## src/rtl/posit_pkg.sv

```systemverilog
// posit_pkg: shared types and defaults for the posit adder-sharing slice.
//   POSIT_N / POSIT_ES / POSIT_ADD_LAT : default posit width, exponent size and adder latency
//   POSIT_NREQ                         : largest requester count the tag id can encode
//   posit_t                            : one posit word
//   add_tag_t                          : requester id travelling alongside an issued add
package posit_pkg;

    localparam int unsigned POSIT_N       = 32;
    localparam int unsigned POSIT_ES      = 3;
    localparam int unsigned POSIT_ADD_LAT = 4;
    localparam int unsigned POSIT_NREQ    = 4;
    localparam int unsigned TAG_ID_W      = $clog2(POSIT_NREQ);

    typedef logic [POSIT_N-1:0] posit_t;

    typedef struct packed {
        logic                valid;
        logic [TAG_ID_W-1:0] id;
    } add_tag_t;

endpackage

```

## src/rtl/posit_tag_pipe.sv

```systemverilog
// posit_tag_pipe: DEPTH-stage shift register of add_tag_t with synchronous clear.
//   clk   : rising-edge clock
//   clr   : synchronous clear, invalidates every stage
//   din   : tag entering stage 0
//   dout  : tag in the last stage
//   dnext : tag that becomes dout after the next edge
module posit_tag_pipe
    import posit_pkg::*;
#(
    parameter int unsigned DEPTH = POSIT_ADD_LAT
) (
    input  logic     clk,
    input  logic     clr,
    input  add_tag_t din,
    output add_tag_t dout,
    output add_tag_t dnext
);

    add_tag_t q [DEPTH];

    always_ff @(posedge clk) begin
        if (clr) begin
            for (int unsigned k = 0; k < DEPTH; k++) q[k] <= '0;
        end else begin
            q[0] <= din;
            for (int unsigned k = 1; k < DEPTH; k++) q[k] <= q[k-1];
        end
    end

    assign dout = q[DEPTH-1];

    generate
        if (DEPTH > 1) begin : g_deep
            assign dnext = q[DEPTH-2];
        end else begin : g_single
            assign dnext = din;
        end
    endgenerate

endmodule

```

## src/rtl/posit_add_arbiter.sv

```systemverilog
// posit_add_arbiter: round-robin sharing of one fixed-latency pipelined posit adder.
//   clk, reset                 : rising-edge clock, synchronous active-high reset
//   req_valid/req_ready        : per-requester handshake, ready is a one-hot grant
//   req_in1/req_in2            : operands, requester i at [i*N +: N]
//   rsp_valid                  : one-hot owner of rsp_result/rsp_inf/rsp_zero
//   add_in1/add_in2/add_start  : issue side of the shared adder
//   add_result/inf/zero/done   : return side of the shared adder
//   busy, inflight, proto_err  : status; proto_err is sticky until reset
module posit_add_arbiter
    import posit_pkg::*;
#(
    parameter int unsigned NREQ    = POSIT_NREQ,
    parameter int unsigned N       = POSIT_N,
    parameter int unsigned ES      = POSIT_ES,
    parameter int unsigned ADD_LAT = POSIT_ADD_LAT
) (
    input  logic                         clk,
    input  logic                         reset,
    input  logic [NREQ-1:0]              req_valid,
    output logic [NREQ-1:0]              req_ready,
    input  logic [NREQ*N-1:0]            req_in1,
    input  logic [NREQ*N-1:0]            req_in2,
    output logic [NREQ-1:0]              rsp_valid,
    output logic [N-1:0]                 rsp_result,
    output logic                         rsp_inf,
    output logic                         rsp_zero,
    output logic [N-1:0]                 add_in1,
    output logic [N-1:0]                 add_in2,
    output logic                         add_start,
    input  logic [N-1:0]                 add_result,
    input  logic                         add_inf,
    input  logic                         add_zero,
    input  logic                         add_done,
    output logic                         busy,
    output logic [$clog2(ADD_LAT+1)-1:0] inflight,
    output logic                         proto_err
);

    localparam int unsigned PW = $clog2(NREQ);
    localparam int unsigned CW = $clog2(ADD_LAT+1);

    generate
        if (NREQ < 2 || NREQ > POSIT_NREQ || ES >= N || ADD_LAT < 1) begin : g_cfg_check
            $error("posit_add_arbiter: unsupported parameter combination");
        end
    endgenerate

    logic [PW-1:0] ptr;
    logic [PW-1:0] gidx;
    logic          gany;
    logic          hs;
    int unsigned   idx;

    // First valid requester at or after ptr, wrapping.
    always_comb begin
        gidx = '0;
        gany = 1'b0;
        idx  = 0;
        for (int unsigned k = 0; k < NREQ; k++) begin
            idx = (int'(ptr) + k) % NREQ;
            if (!gany && req_valid[idx]) begin
                gany = 1'b1;
                gidx = PW'(idx);
            end
        end
    end

    assign hs        = gany & ~reset;
    assign req_ready = hs ? (NREQ'(1) << gidx) : '0;

    add_tag_t issue_tag;
    add_tag_t exit_tag;
    add_tag_t pre_exit_tag;

    always_ff @(posedge clk) begin
        if (reset) begin
            ptr       <= '0;
            add_start <= 1'b0;
            add_in1   <= '0;
            add_in2   <= '0;
            issue_tag <= '0;
        end else begin
            add_start       <= hs;
            issue_tag.valid <= hs;
            issue_tag.id    <= TAG_ID_W'(gidx);
            if (hs) begin
                add_in1 <= req_in1[int'(gidx)*N +: N];
                add_in2 <= req_in2[int'(gidx)*N +: N];
                ptr     <= (gidx == PW'(NREQ-1)) ? '0 : gidx + PW'(1);
            end
        end
    end

    // issue_tag sits alongside add_start; ADD_LAT further stages line it up with add_done.
    posit_tag_pipe #(
        .DEPTH (ADD_LAT)
    ) u_tag_pipe (
        .clk   (clk),
        .clr   (reset),
        .din   (issue_tag),
        .dout  (exit_tag),
        .dnext (pre_exit_tag)
    );

    // Stray done pulses right after reset belong to ops flushed by that reset.
    logic [CW-1:0] guard;

    always_ff @(posedge clk) begin
        if (reset)              guard <= CW'(ADD_LAT);
        else if (guard != '0)   guard <= guard - CW'(1);
    end

    logic retire;
    logic lost;
    logic stray;

    assign retire = exit_tag.valid & add_done;
    assign lost   = exit_tag.valid & ~add_done;
    assign stray  = ~exit_tag.valid & add_done & (guard == '0);

    always_ff @(posedge clk) begin
        if (reset) begin
            rsp_valid  <= '0;
            rsp_result <= '0;
            rsp_inf    <= 1'b0;
            rsp_zero   <= 1'b0;
            proto_err  <= 1'b0;
        end else begin
            rsp_valid <= retire ? (NREQ'(1) << exit_tag.id) : '0;
            if (retire) begin
                rsp_result <= add_result;
                rsp_inf    <= add_inf;
                rsp_zero   <= add_zero;
            end
            if (lost || stray) proto_err <= 1'b1;
        end
    end

    // An op leaves the count when its tag moves into the exit stage, so the
    // add_done cycle itself is not counted and the total tops out at ADD_LAT.
    always_ff @(posedge clk) begin
        if (reset) begin
            inflight <= '0;
        end else begin
            case ({hs, pre_exit_tag.valid})
                2'b10:   inflight <= inflight + CW'(1);
                2'b01:   inflight <= inflight - CW'(1);
                default: inflight <= inflight;
            endcase
        end
    end

    assign busy = (|req_valid) | (inflight != '0) | exit_tag.valid;

endmodule

```

## config.mk

```make
export PLATFORM = sky130hd
export DESIGN_NAME = posit_add_arbiter
export DESIGN_NICKNAME = d
export VERILOG_FILES = /design/src/rtl/posit_pkg.sv /design/src/rtl/posit_tag_pipe.sv /design/src/rtl/posit_add_arbiter.sv
export SDC_FILE = /design/constraint.sdc
export NUM_CORES = 1
export LEC_CHECK = 0
export BUFFER_PORTS_ARGS = -buffer_cell sky130_fd_sc_hd__buf_2
export CORE_AREA = 2 2 159 161
export CTS_BUF_LIST = sky130_fd_sc_hd__clkbuf_8
export DETAILED_ROUTE_END_ITERATION = 10
export DIE_AREA = 0 0 161 163
export GPL_TIMING_DRIVEN = 0
export SKIP_CTS_REPAIR_TIMING = 1
export SLEW_MARGIN = 10
export SYNTH_ARGS = -nofsm -noshare
export SYNTH_HDL_FRONTEND = slang
export SYNTH_SLANG_ARGS = --single-unit
```

## constraint.sdc

```tcl
create_clock -name clk -period 5.01 [get_ports clk]
set_input_delay 1.002 -clock clk [delete_from_list [all_inputs] [get_ports clk]]
set_output_delay 1.002 -clock clk [all_outputs]
set_load 0.01 [all_outputs]
```

* Word level (Yosys, flattened, before mapping)
Memories as Yosys holds them, arrays and structs flattened. Index checks and enable logic that the tools add are counted. Widths: inputs -> output; s select.
Storage, ports and cells: logic and storage cells 85, RAM bits 12, output and inout bits 112, memories kept 1, flip-flop bits (word level) 114
Memory list:
- u_tag_pipe.q | words 4, bits a word 3, rd ports 4, clocked after Yosys merged registers in 0, wr ports 4, line posit_tag_pipe.sv:19 | add_tag_t q [DEPTH];
Cells by class: equal/unequal tests 3, order comparisons 4, reduce and logical (&&, ||, !) cells 13, shift-type cells 4, add/sub/neg operators 7, muxes and demuxes 26, bitwise logic cells 15
Operators with widths (number):
- $shiftx 128x8->32 | 2
- $lt 2x3->1 const B | 4
- $mux 3 | 4
- $mux 1 | 11
- $mux 2 | 5
- $bmux 1 s2 | 4
- $shl 1x2->4 const A | 2
- $or 1x1->1 | 6
- $pmux 3 s2 | 1
- $reduce_bool 3->1 | 2
- $sub 3x1->3 const B | 2
- $and 1x1->1 | 5
- $add 2x1->2 const B | 2
- $add 2x2->2 const B | 2
- $eq 2x2->1 const B | 2
- $mux 4 | 1
- $not 1->1 | 4
- $reduce_or 4->1 | 1
- $add 3x1->3 const B | 1
- $logic_and 1x1->1 | 3
- $logic_not 1->1 | 3
- $logic_not 3->1 | 1
- $eq 2x1->1 const B | 1
- $reduce_bool 2->1 | 1
- other kinds (2) | 2

* Longest topological paths before layout
Gate-level depths: netlist of the first run.
depth after elaboration 15, mapped depth 10

* Modules after synthesis
Synthesis of the first run repeated with hierarchy kept, for this count alone.
Second synthesis, totals: cells, all modules 777, area total of the unflattened synthesis 6497.5 um^2
By module, submodules not included:
- posit_add_arbiter | cells each 752, times used 1, area an instance 6130.9 um^2
- posit_tag_pipe | cells each 25, times used 1, area an instance 366.6 um^2

* Worst setup path after synthesis of the first run
Ideal clock, no wire load.
path type input to output, from in req_valid[2], to out req_ready[0], path buffers 2, stages 8, data required time 4.008 ns, arrival 2.472 ns, path slack 1.536 ns, cells stage by stage nor2b_1 -> or4b_4 -> nand2_2 -> buf_6 -> buf_2 -> inv_1 -> ha_1 -> and2_1
Between the ends: longest elaborated chain between the ends 14, elaborated cells on any way between the ends 25, those cells by class shift: 1; mux: 17; bitwise: 1; reduce/logical: 6
RTL lines:
- from (decl) | line posit_add_arbiter.sv:19 | input logic [NREQ-1:0] req_valid,
- $bmux 1 s2 | line posit_add_arbiter.sv:61 | if (!gany && req_valid[idx]) begin
- $mux 1 (implied by the code) | line posit_add_arbiter.sv:61
- $mux 1 | line posit_add_arbiter.sv:61
- $logic_not 1->1 | line posit_add_arbiter.sv:61
- $logic_and 1x1->1 | line posit_add_arbiter.sv:61
- $mux 1 | line posit_add_arbiter.sv:61
- $logic_not 1->1 | line posit_add_arbiter.sv:61
- $logic_and 1x1->1 | line posit_add_arbiter.sv:61
- $mux 1 | line posit_add_arbiter.sv:61
- $logic_not 1->1 | line posit_add_arbiter.sv:61
- $logic_and 1x1->1 | line posit_add_arbiter.sv:61
- $mux 2 * | line posit_add_arbiter.sv:61
- named net gidx[0] | line posit_add_arbiter.sv:49 | logic [PW-1:0] gidx;
- $shl 1x2->4 * | line posit_add_arbiter.sv:69 | assign req_ready = hs ? (NREQ'(1) << gidx) : '0;
- $mux 4 * | line posit_add_arbiter.sv:69
- to (decl) | line posit_add_arbiter.sv:20 | output logic [NREQ-1:0] req_ready,
The timed path passes the listed nets; every way through them passes the cells marked *. The select of a mux whose other input is x is not followed.

* Worst setup path in the final report of the first run
from in req_valid[2], to out req_ready[2]
The elaborated chain is that of the path after synthesis.

==> results of run 1 <==
-- critical path, cell delays in order --
cell and delay, ns:
buf_2 0.13, nor2b_1 0.15, or4b_4 0.57, nand2_2 0.13, buf_6 0.17, buf_2 0.29
inv_1 0.10, ha_1 0.18, and2_1 0.13, buf_2 0.14
-- layer usage --
metal / share of wire [%] / global-route usage (%) / routed length, um / vias to the layer above
met5: 0.20 / 0 / 58 / -
met4: 1.9 / 6.90 / 568 / 8
met3: 7.7 / 6.67 / 2270 / 44
met2: 49 / 36.5 / 14500 / 305
met1: 41 / 26.4 / 12300 / 3519
li1: - / - / - / 3715
-- synth_stat cells --
master and instances:
nand2_1 136, a211oi_1 129, and3_1 129, dfxtp_1 126, o31ai_1 65, a21oi_1 39
clkbuf_1 35, buf_2 28, nor2b_1 16, buf_6 15, nor2_1 10, ha_1 7
inv_1 7, and2_1 5, buf_1 5, mux2i_1 2, nor3_1 2, nor4_1 2
nor4b_1 2, or3_1 2, xnor2_1 2, a211o_1 1, a21boi_0 1, a21o_1 1
and4b_1 1, fa_1 1, nand2_2 1, nand2b_1 1, nor4_2 1, o21ai_0 1
o32a_1 1, or2_1 1, or4_4 1, or4b_4 1, xor2_1 1
-- cells by family after synthesis --
logic type      Yosys count  synth area share (%)
mux                       2                 0.310
fa+ha+maj                 8                  1.67
xor+xnor                  3                 0.407
flops                   126                  39.1
simple gates            311                  24.9
compound gates          238                  26.2
buf+inv                  90                  7.52
-- stage by stage --
stage,worst slack [ns],util (%)
2_1_floorplan,1.54,-
3_3_place_gp,0.899,36.1
3_5_place_dp,0.877,36.1
4_1_cts,0.991,37.7
5_1_grt,0.808,37.7
6_report,1.00,37.8
-- worst min-delay path by stage --
stage | to | slack, ns
final | u_tag_pipe.q[1][0] | 0.43
after global routing | u_tag_pipe.q[1][0] | 0.44
after CTS | u_tag_pipe.q[1][0] | 0.43
after detailed placement | u_tag_pipe.q[2][2] | 0.42
after global placement | u_tag_pipe.q[3][1] | 0.42
after floorplan | u_tag_pipe.q[0][0] | 0.41
-- layout make-up --
type,instances,area share (%)
Clock inverter,14,1.71
Multi-Input combinational cell,562,37.1
Tap cell,330,4.43
Sequential cell,126,27.1
Antenna cell,4,0.107
Inverter,7,0.282
Timing Repair Buffer,407,21.9
Buffer,83,4.93
Clock buffer,17,2.51
-- power groups by stage --
stage          clock (mW)  sequential, mW  combinational [mW]
3_5_place_dp            0            1.26                1.34
4_1_cts             0.960            1.24                1.34
2_1_floorplan           0            1.31               0.724
3_3_place_gp            0            1.26                1.33
6_report            0.928            1.24                1.33
5_1_grt             0.996            1.26                1.45
-- registers in the layout (all words and copies together), names as in the netlist --
| register | count |
|---|---|
| u_tag_pipe.q | 12 |
| add_in1 | 32 |
| rsp_result | 32 |
| rsp_valid | 4 |
| rsp_inf | 1 |
| ptr | 2 |
| guard | 3 |
| proto_err | 1 |
| rsp_zero | 1 |
| issue_tag | 3 |
| add_in2 | 32 |
| inflight | 3 |
==> results.md, run 1 <==
- Nets: 1,509
- Status: finished, final reports clean
- RD Place Congestion: 0.906
- Largest net degree at the start of global routing: 17
- Synth warn: 0
- Share of cells above drive strength 1: 39.9%
- Row count: 58
- Final hold vios: 0
- Peak Freq: 0.249 GHz
- Clk slew on worst S/H paths: 0.09 ns
- HPWL Detailed: 23,700 um
- Clock tree buffer depth: 2
- Max-slew violations: 0
- 1st-iter DRT viols: 433
- Slack of the worst reg-to-reg path: 2.75 ns
- Hold path start: u_tag_pipe.q[0][0]
- Switching share of power: 38.5%
- DR pass1 iterations: 5
- Gate power share: 38.0%
- Die Area: 26,200 sq um
- DIE HEIGHT: 163 um
- Final Skew: 0.0186 ns
- Final Power: 3.50 mW
- Routed WL: 29,700 um
- Post-DP Area: 8910 sq um
- Synth unique cells: 35
- Starting Density: 26.2%
- Worst hold-check path type: flop to flop
- Worst-case vdd ir drop: 131 uV
- Syn Std Cell Area: 6460 sq um
- Register area: 2520 sq um
- CTS sink cnt: 126
- Crit. End Element: output port
- Gate count of the mapped netlist: 778
- Hold WS: 0.426 ns
- Worst setup path endpoint: req_ready[2]
- Design area: 9320 sq um
- PortBufs: 407
- Clock root buffer master: clkbuf_8
- Area Growth Syn to Fin: 44.3%
- Setup tns final: 0 ns
- Final ANT Viol Nets: 0
- Number of global-route vias before repair: 7,471
- Period minus WS final: 4.01 ns
- Syn avg cell area: 8.30 sq um
- Flop pwr share: 35.4%
- Global-route wire length before repair: 43,200 um
- Worst skew pair latency: 0.44 ns
- WL per Instance: 19.2 um
- Area of the multi-input gates: 3460 sq um
- CTS H-tree lvls: 4
- Yosys reg bits: 126
- Hold Path Stages: 1
- Initial antenna violation count: 8
- Ports: 409
- Syn_nets: 1,083
- Crit. Startpoint: req_valid[2]
- Clock buffers created by TritonCTS: 17
- Fillers: 2,704
- Synth top area cells: dfxtp_1 39%, a211oi_1 15%, and3_1 12%
- P per Cell Area: 375 nW/um^2
- Internal power: 2.15 mW
- Crit Path Category: input port to output port
- Grt ovf: 0
- CP Launch Type: input port
- Final Instance Count excl. Fillers: 1,550
- CP arrival: 3.01 ns
- Final period util: 80.0%
- Avg Vias per Cell: 4.90
- RR Startpoint: ptr[0]
- Most common cell after layout, fill and taps aside: buf_2
- Number of remaining DRC errors: 0
- Max-slew headroom: 46.5%
- WP data required: 4.01 ns
- Most frequent cells in the layout: 435 x buf_2, 136 x nand2_1, 129 x and3_1, 129 x a211oi_1, 126 x dfxtp_1
- CP max FO: 11
- Clock network power share: 26.5%
- Core box area: 24,700 sq um
- TritonCTS clock tree: done
- Top cell type's share of synthesized area: 39.1%
- LEAKAGE: 4.45 nW
- Placed insts: 1,515
- Worst Tran Pin Value: 0.796 ns
- RSZ-0062 raised after global routing: false
- Die width: 161 um
- Max-cap viol count: 0
- Overall Global Routing Usage: 21.6%
- Reg-to-Reg End: add_in1[30]
- Sequential share of the synthesized area: 39.1%
- Area leader, netlist: dfxtp_1
- Final setup violation count: 0
- Via Count: 7,591
- Reg2Reg Depth: 7
- Sw power: 1.35 mW
Note: power is estimated with default switching activity, not from simulation.
==> run 2, diff against run 1 <==
==> constraint.sdc (replaced) <==
create_clock -name clk -period 3.65 [get_ports clk]
set_input_delay 0.73 -clock clk [delete_from_list [all_inputs] [get_ports clk]]
set_output_delay 0.73 -clock clk [all_outputs]
set_load 0.01 [all_outputs]
==> run 2 against run 1 <==
  * Cell count shrank 0.13%
  * Flip-flop and latch count is the same
  * Combinational power grew 38%
  * First-iteration DRC count shrank 3.0%
  * Final area is the same
  * Utilization is the same
  * Clock power grew 37%
  * Via count grew 0.18%
  * Sequential power grew 37%
  * Register-to-register slack lost 1.4 ns
  * Non-clock buffer count is the same
  * Clock skew is essentially flat
==> results.md, run 2 (synthesized netlist as in run 1, its figures left out) <==
- DIE HEIGHT: 163 um
- Biggest regs: add_in1: 32 flops, add_in2: 32 flops, rsp_result: 32 flops
- Max-cap viol count: 0
- Final period util: 95.0%
- CTS H-tree lvls: 4
- Number of remaining DRC errors: 0
- RSZ-0062 raised after global routing: false
- RD Place Congestion: 0.906
- Grt ovf: 0
- CP arrival: 2.74 ns
- Initial antenna violation count: 8
- Routed WL: 29,700 um
- P per Cell Area: 515 nW/um^2
- Setup tns final: 0 ns
- Fin worst setup slack: 0.184 ns
- Area Growth Syn to Fin: 44.3%
- Share of cells above drive strength 1: 40.0%
- Clock root buffer master: clkbuf_8
- Clock buffers created by TritonCTS: 17
- Max-slew violations: 0
- LEAKAGE: 4.45 nW
- Final setup violation count: 0
- Most frequent cells in the layout: 435 x buf_2, 136 x nand2_1, 129 x and3_1, 129 x a211oi_1, 126 x dfxtp_1
- PortBufs: 407
- Crit Path Category: input port to output port
- Final hold vios: 0
- Worst skew pair latency: 0.44 ns
- Period minus WS final: 3.47 ns
- Number of global-route vias before repair: 7,471
- WP data required: 2.92 ns
- Final Skew: 0.0183 ns
- Status: finished, final reports clean
- Global-route wire length before repair: 43,200 um
- Via Count: 7,605
- WL per Instance: 19.2 um
- Design area: 9320 sq um
- Clk slew on worst S/H paths: 0.09 ns
- Crit. End Element: output port
- CTS sink cnt: 126
- Nets: 1,509
- Core box area: 24,700 sq um
- Most common cell after layout, fill and taps aside: buf_2
- Peak Freq: 0.288 GHz
- Worst Tran Pin Value: 0.798 ns
- Overall Global Routing Usage: 21.6%
- Largest net degree at the start of global routing: 17
- Layout Utilization: 37.8%
- Starting Density: 26.2%
- DR pass1 iterations: 5
- Ports: 409
- Worst hold-check path type: flop to flop
- Die Area: 26,200 sq um
- Clock tree buffer depth: 2
- Post-DP Area: 8910 sq um
- Final ANT Viol Nets: 0
- Worst-case vdd ir drop: 179 uV
- Die width: 161 um
- CP Launch Type: input port
- TritonCTS clock tree: done
- Pre-CTS WS: -0.211 ns
- 1st-iter DRT viols: 420
- HPWL Detailed: 23,700 um
- Row count: 58
- CP max FO: 11
- Fillers: 2,705
- Max-slew headroom: 46.4%
- Avg Vias per Cell: 4.91
==> run 2: cell count changes in the layout (fill, tap and decap cells not counted) <==
| cell | delta |
|---|---|
| nor3_2 | +1 |
| nor3_1 | -1 |
| diode_2 | -2 |
| clkbuf_1 | -1 |
| buf_1 | +1 |
==> run 2: path summary, 6_finish.rpt <==
path                      startpoint                 end  slack [ns]  cells past startpoint
setup reg to reg              ptr[0]         add_in1[30]        1.39                      7
hold reg to reg   u_tag_pipe.q[0][0]  u_tag_pipe.q[1][0]        0.43                      1
hold / removal    u_tag_pipe.q[0][0]  u_tag_pipe.q[1][0]        0.43                      1
setup / recovery        req_valid[2]        req_ready[2]        0.18                     10
==> run 2: where the power goes <==
group	internal (mW)	switching, mW	total, mW
Combinational	0.750	1.08	1.83
Sequential	1.58	0.117	1.70
Clock	0.618	0.655	1.27
==> run 2: worst max-delay path: stages <==
cell     delay, ns
buf_2         0.13
nor2b_1       0.16
or4b_4        0.57
nand2_2       0.13
buf_6         0.16
buf_2         0.29
inv_1         0.10
ha_1          0.18
and2_1        0.14
buf_2         0.14
==> run 2: metrics by stage <==
stage,hold slack (ns),power (mW),std cells
after floorplan,0.414,2.79,778
after global placement,0.416,3.55,1515
after detailed placement,0.423,3.56,1515
after CTS,0.430,4.86,1546
after global routing,0.440,5.09,1548
final,0.426,4.80,1548
==> run 2: layout make-up <==
type	count	area [sq um]	share of cell area, %
diodes	2	5.00	0.0537
well taps	330	413	4.43
clock inverters	14	159	1.71
multi-input cells	562	3460	37.2
repair buffers	407	2040	21.9
flip-flops and latches	126	2520	27.1
plain buffers	83	459	4.93
inverters	7	26.3	0.282
clock buffers	17	234	2.51
==> run 2: layer usage <==
| metal | global-route usage (%) | up-vias | part of all wire (%) |
|---|---|---|---|
| met5 | 0 | - | 0.24 |
| met2 | 36.5 | 327 | 49 |
| met3 | 6.67 | 49 | 8.2 |
| met1 | 26.4 | 3507 | 41 |
| li1 | - | 3712 | - |
| met4 | 6.90 | 10 | 2.0 |
==> run 3, diff against run 2 <==
--- a/config.mk
+++ b/config.mk
@@ -6,11 +6,13 @@
 export NUM_CORES = 1
 export LEC_CHECK = 0
 export BUFFER_PORTS_ARGS = -buffer_cell sky130_fd_sc_hd__buf_2
-export CORE_AREA = 2 2 159 161
+export CELL_PAD_IN_SITES_DETAIL_PLACEMENT = 1
+export CELL_PAD_IN_SITES_GLOBAL_PLACEMENT = 2
+export CORE_UTILIZATION = 21
 export CTS_BUF_LIST = sky130_fd_sc_hd__clkbuf_8
 export DETAILED_ROUTE_END_ITERATION = 10
-export DIE_AREA = 0 0 161 163
 export GPL_TIMING_DRIVEN = 0
+export PLACE_DENSITY_LB_ADDON = 0.1
 export SKIP_CTS_REPAIR_TIMING = 1
 export SLEW_MARGIN = 10
 export SYNTH_ARGS = -nofsm -noshare
==> run 3 against run 2 <==
  * Non-clock buffer count is 1 higher
  * Flip-flop and latch count stayed put
  * Utilization is 6.3 points lower
  * Highest routed layer unchanged
  * Routed wire length is 11% higher
  * Largest power group unchanged
==> results.md, run 3 (synthesized netlist as in run 1, its figures left out) <==
- Row count: 63
- WP data required: 2.92 ns
- Core box area: 30,000 sq um
- Switching share of power: 40.1%
- Cell Chain, Critical Path: buf_2 -> nor2b_1 -> or4b_4 -> nand2_2 -> buf_6 -> buf_2 -> inv_1 -> ha_1 -> and2_1 -> buf_2
- Clock tree buffer depth: 2
- TritonCTS clock tree: done
- Final ANT Viol Nets: 0
- Internal power: 2.91 mW
- Period minus WS final: 3.44 ns
- Slowest CP cell: or4b_4
- Final period util: 94.2%
- CP Launch Type: input port
- Sw power: 1.95 mW
- Peak Freq: 0.291 GHz
- Share of cells above drive strength 1: 40.0%
- Max-slew violations: 0
- Flop pwr share: 35.0%
- Final Skew: 0.0203 ns
- Clock network power share: 27.1%
- Fin worst setup slack: 0.211 ns
- Reg2Reg Depth: 7
- DIE HEIGHT: 177 um
- CP arrival: 2.71 ns
- Gate power share: 38.0%
- PortBufs: 407
- Largest net degree at the start of global routing: 17
- Most frequent cells in the layout: 435 x buf_2, 136 x nand2_1, 129 x and3_1, 129 x a211oi_1, 126 x dfxtp_1
- Grt ovf: 0
- Crit path max-delay family: simple AND/OR/NAND/NOR gates
- Clk slew on worst S/H paths: 0.09 ns
- CTS H-tree lvls: 4
- Max-slew headroom: 50.0%
- Worst setup path endpoint: req_ready[0]
- Crit Path Category: input port to output port
- Final Instance Count excl. Fillers: 1,620
- Worst-case vdd ir drop: 215 uV
- RD Place Congestion: 0.785
- Clock root buffer master: clkbuf_8
- WL per Instance: 20.3 um
- Design area: 9440 sq um
- P per Cell Area: 515 nW/um^2
- Initial antenna violation count: 14
- Number of remaining DRC errors: 0
- Pre-CTS WS: -0.159 ns
- Biggest regs: add_in1: 32 flops, add_in2: 32 flops, rsp_result: 32 flops
- Area of the multi-input gates: 3460 sq um
- Starting Density: 21.6%
- Worst Path Buf+Inv: 5
- Final setup violation count: 0
- Max-cap viol count: 0
- Layout Utilization: 31.5%
- 1st-iter DRT viols: 278
- Crit. End Element: output port
- Worst hold-check path type: flop to flop
- Via Count: 7,552
- Post-DP Area: 9000 sq um
- RR Startpoint: ptr[0]
- Most common cell after layout, fill and taps aside: buf_2
- Final hold vios: 0
- Reg-to-Reg End: add_in1[27]
- Register area: 2520 sq um
- Overall Global Routing Usage: 20.6%
- Area Growth Syn to Fin: 46.2%
- LEAKAGE: 4.45 nW
- Placed insts: 1,576
- Fillers: 3,743
- Worst skew pair latency: 0.46 ns
- Clock buffers created by TritonCTS: 17
- CP most frequent cell: buf_2
- CTS sink cnt: 126
- Nets: 1,510
- Worst stage delay on the critical path: 0.57 ns
- Routed WL: 32,800 um
- Avg Vias per Cell: 4.66
- Die width: 177 um
- HPWL Detailed: 26,100 um
- Ports: 409
- Hold path start: u_tag_pipe.q[2][1]
- CP max FO: 11
- Number of global-route vias before repair: 7,983
- Slack of the worst reg-to-reg path: 1.41 ns
- RSZ-0062 raised after global routing: false
- Worst Tran Pin Value: 0.744 ns
- DR pass1 iterations: 4
- Status: finished, final reports clean
- Global-route wire length before repair: 48,100 um
- Crit. Startpoint: req_valid[2]
- Die Area: 31,500 sq um
- Critical Path Stages: 10
-- run 3: changes by cell type in the layout (fill, tap and decap cells not counted), moves of 2 or more --
cell        before  now
clkinv_2         2    0
clkinv_4         4    0
clkinv_8         0    2
clkinvlp_4       1    3
diode_2          2   12
inv_6            4    6
inv_8            1    3
-- run 3: worst min path at each step --
stage	endpoint	slack (ns)	cells past startpoint
5_1_grt	u_tag_pipe.q[3][1]	0.44	1
2_1_floorplan	u_tag_pipe.q[0][0]	0.41	1
3_5_place_dp	u_tag_pipe.q[2][1]	0.43	1
3_3_place_gp	u_tag_pipe.q[2][0]	0.41	1
6_report	u_tag_pipe.q[3][1]	0.43	1
4_1_cts	u_tag_pipe.q[3][1]	0.44	1
-- run 3: layout make-up --
| class | count | share of cell area, % |
|---|---|---|
| tap | 390 | 5.17 |
| clock buffer | 17 | 2.48 |
| inverter | 7 | 0.278 |
| timing repair buffer | 408 | 21.7 |
| buffer | 83 | 4.87 |
| clock inverter | 15 | 1.82 |
| multi-input combinational | 562 | 36.6 |
| sequential | 126 | 26.7 |
| antenna | 12 | 0.318 |
-- run 3: metal layers --
metal  up-vias  routed length, um  track usage, %
li1       3730                  -               -
met1      3504              14100            24.7
met4         8                451            6.37
met2       282              15900            35.0
met3        28               2340            6.17
met5         -                 45               0
-- run 3: power by group through the flow --
stage | Clock, mW | Combinational, mW | Sequential (mW)
floorplan | 0 | 0.994 | 1.80
global placement | 0 | 1.87 | 1.72
detailed placement | 0 | 1.87 | 1.73
CTS | 1.37 | 1.87 | 1.70
global route | 1.43 | 2.04 | 1.73
finish | 1.31 | 1.85 | 1.70
-- run 3: stage by stage --
stage               hold WS (ns)  total power, mW  TNS, ns
floorplan                  0.414             2.79        0
global placement           0.415             3.59   -0.148
detailed placement         0.431             3.60   -0.270
CTS                        0.438             4.94        0
global route               0.442             5.20        0
finish                     0.432             4.86        0
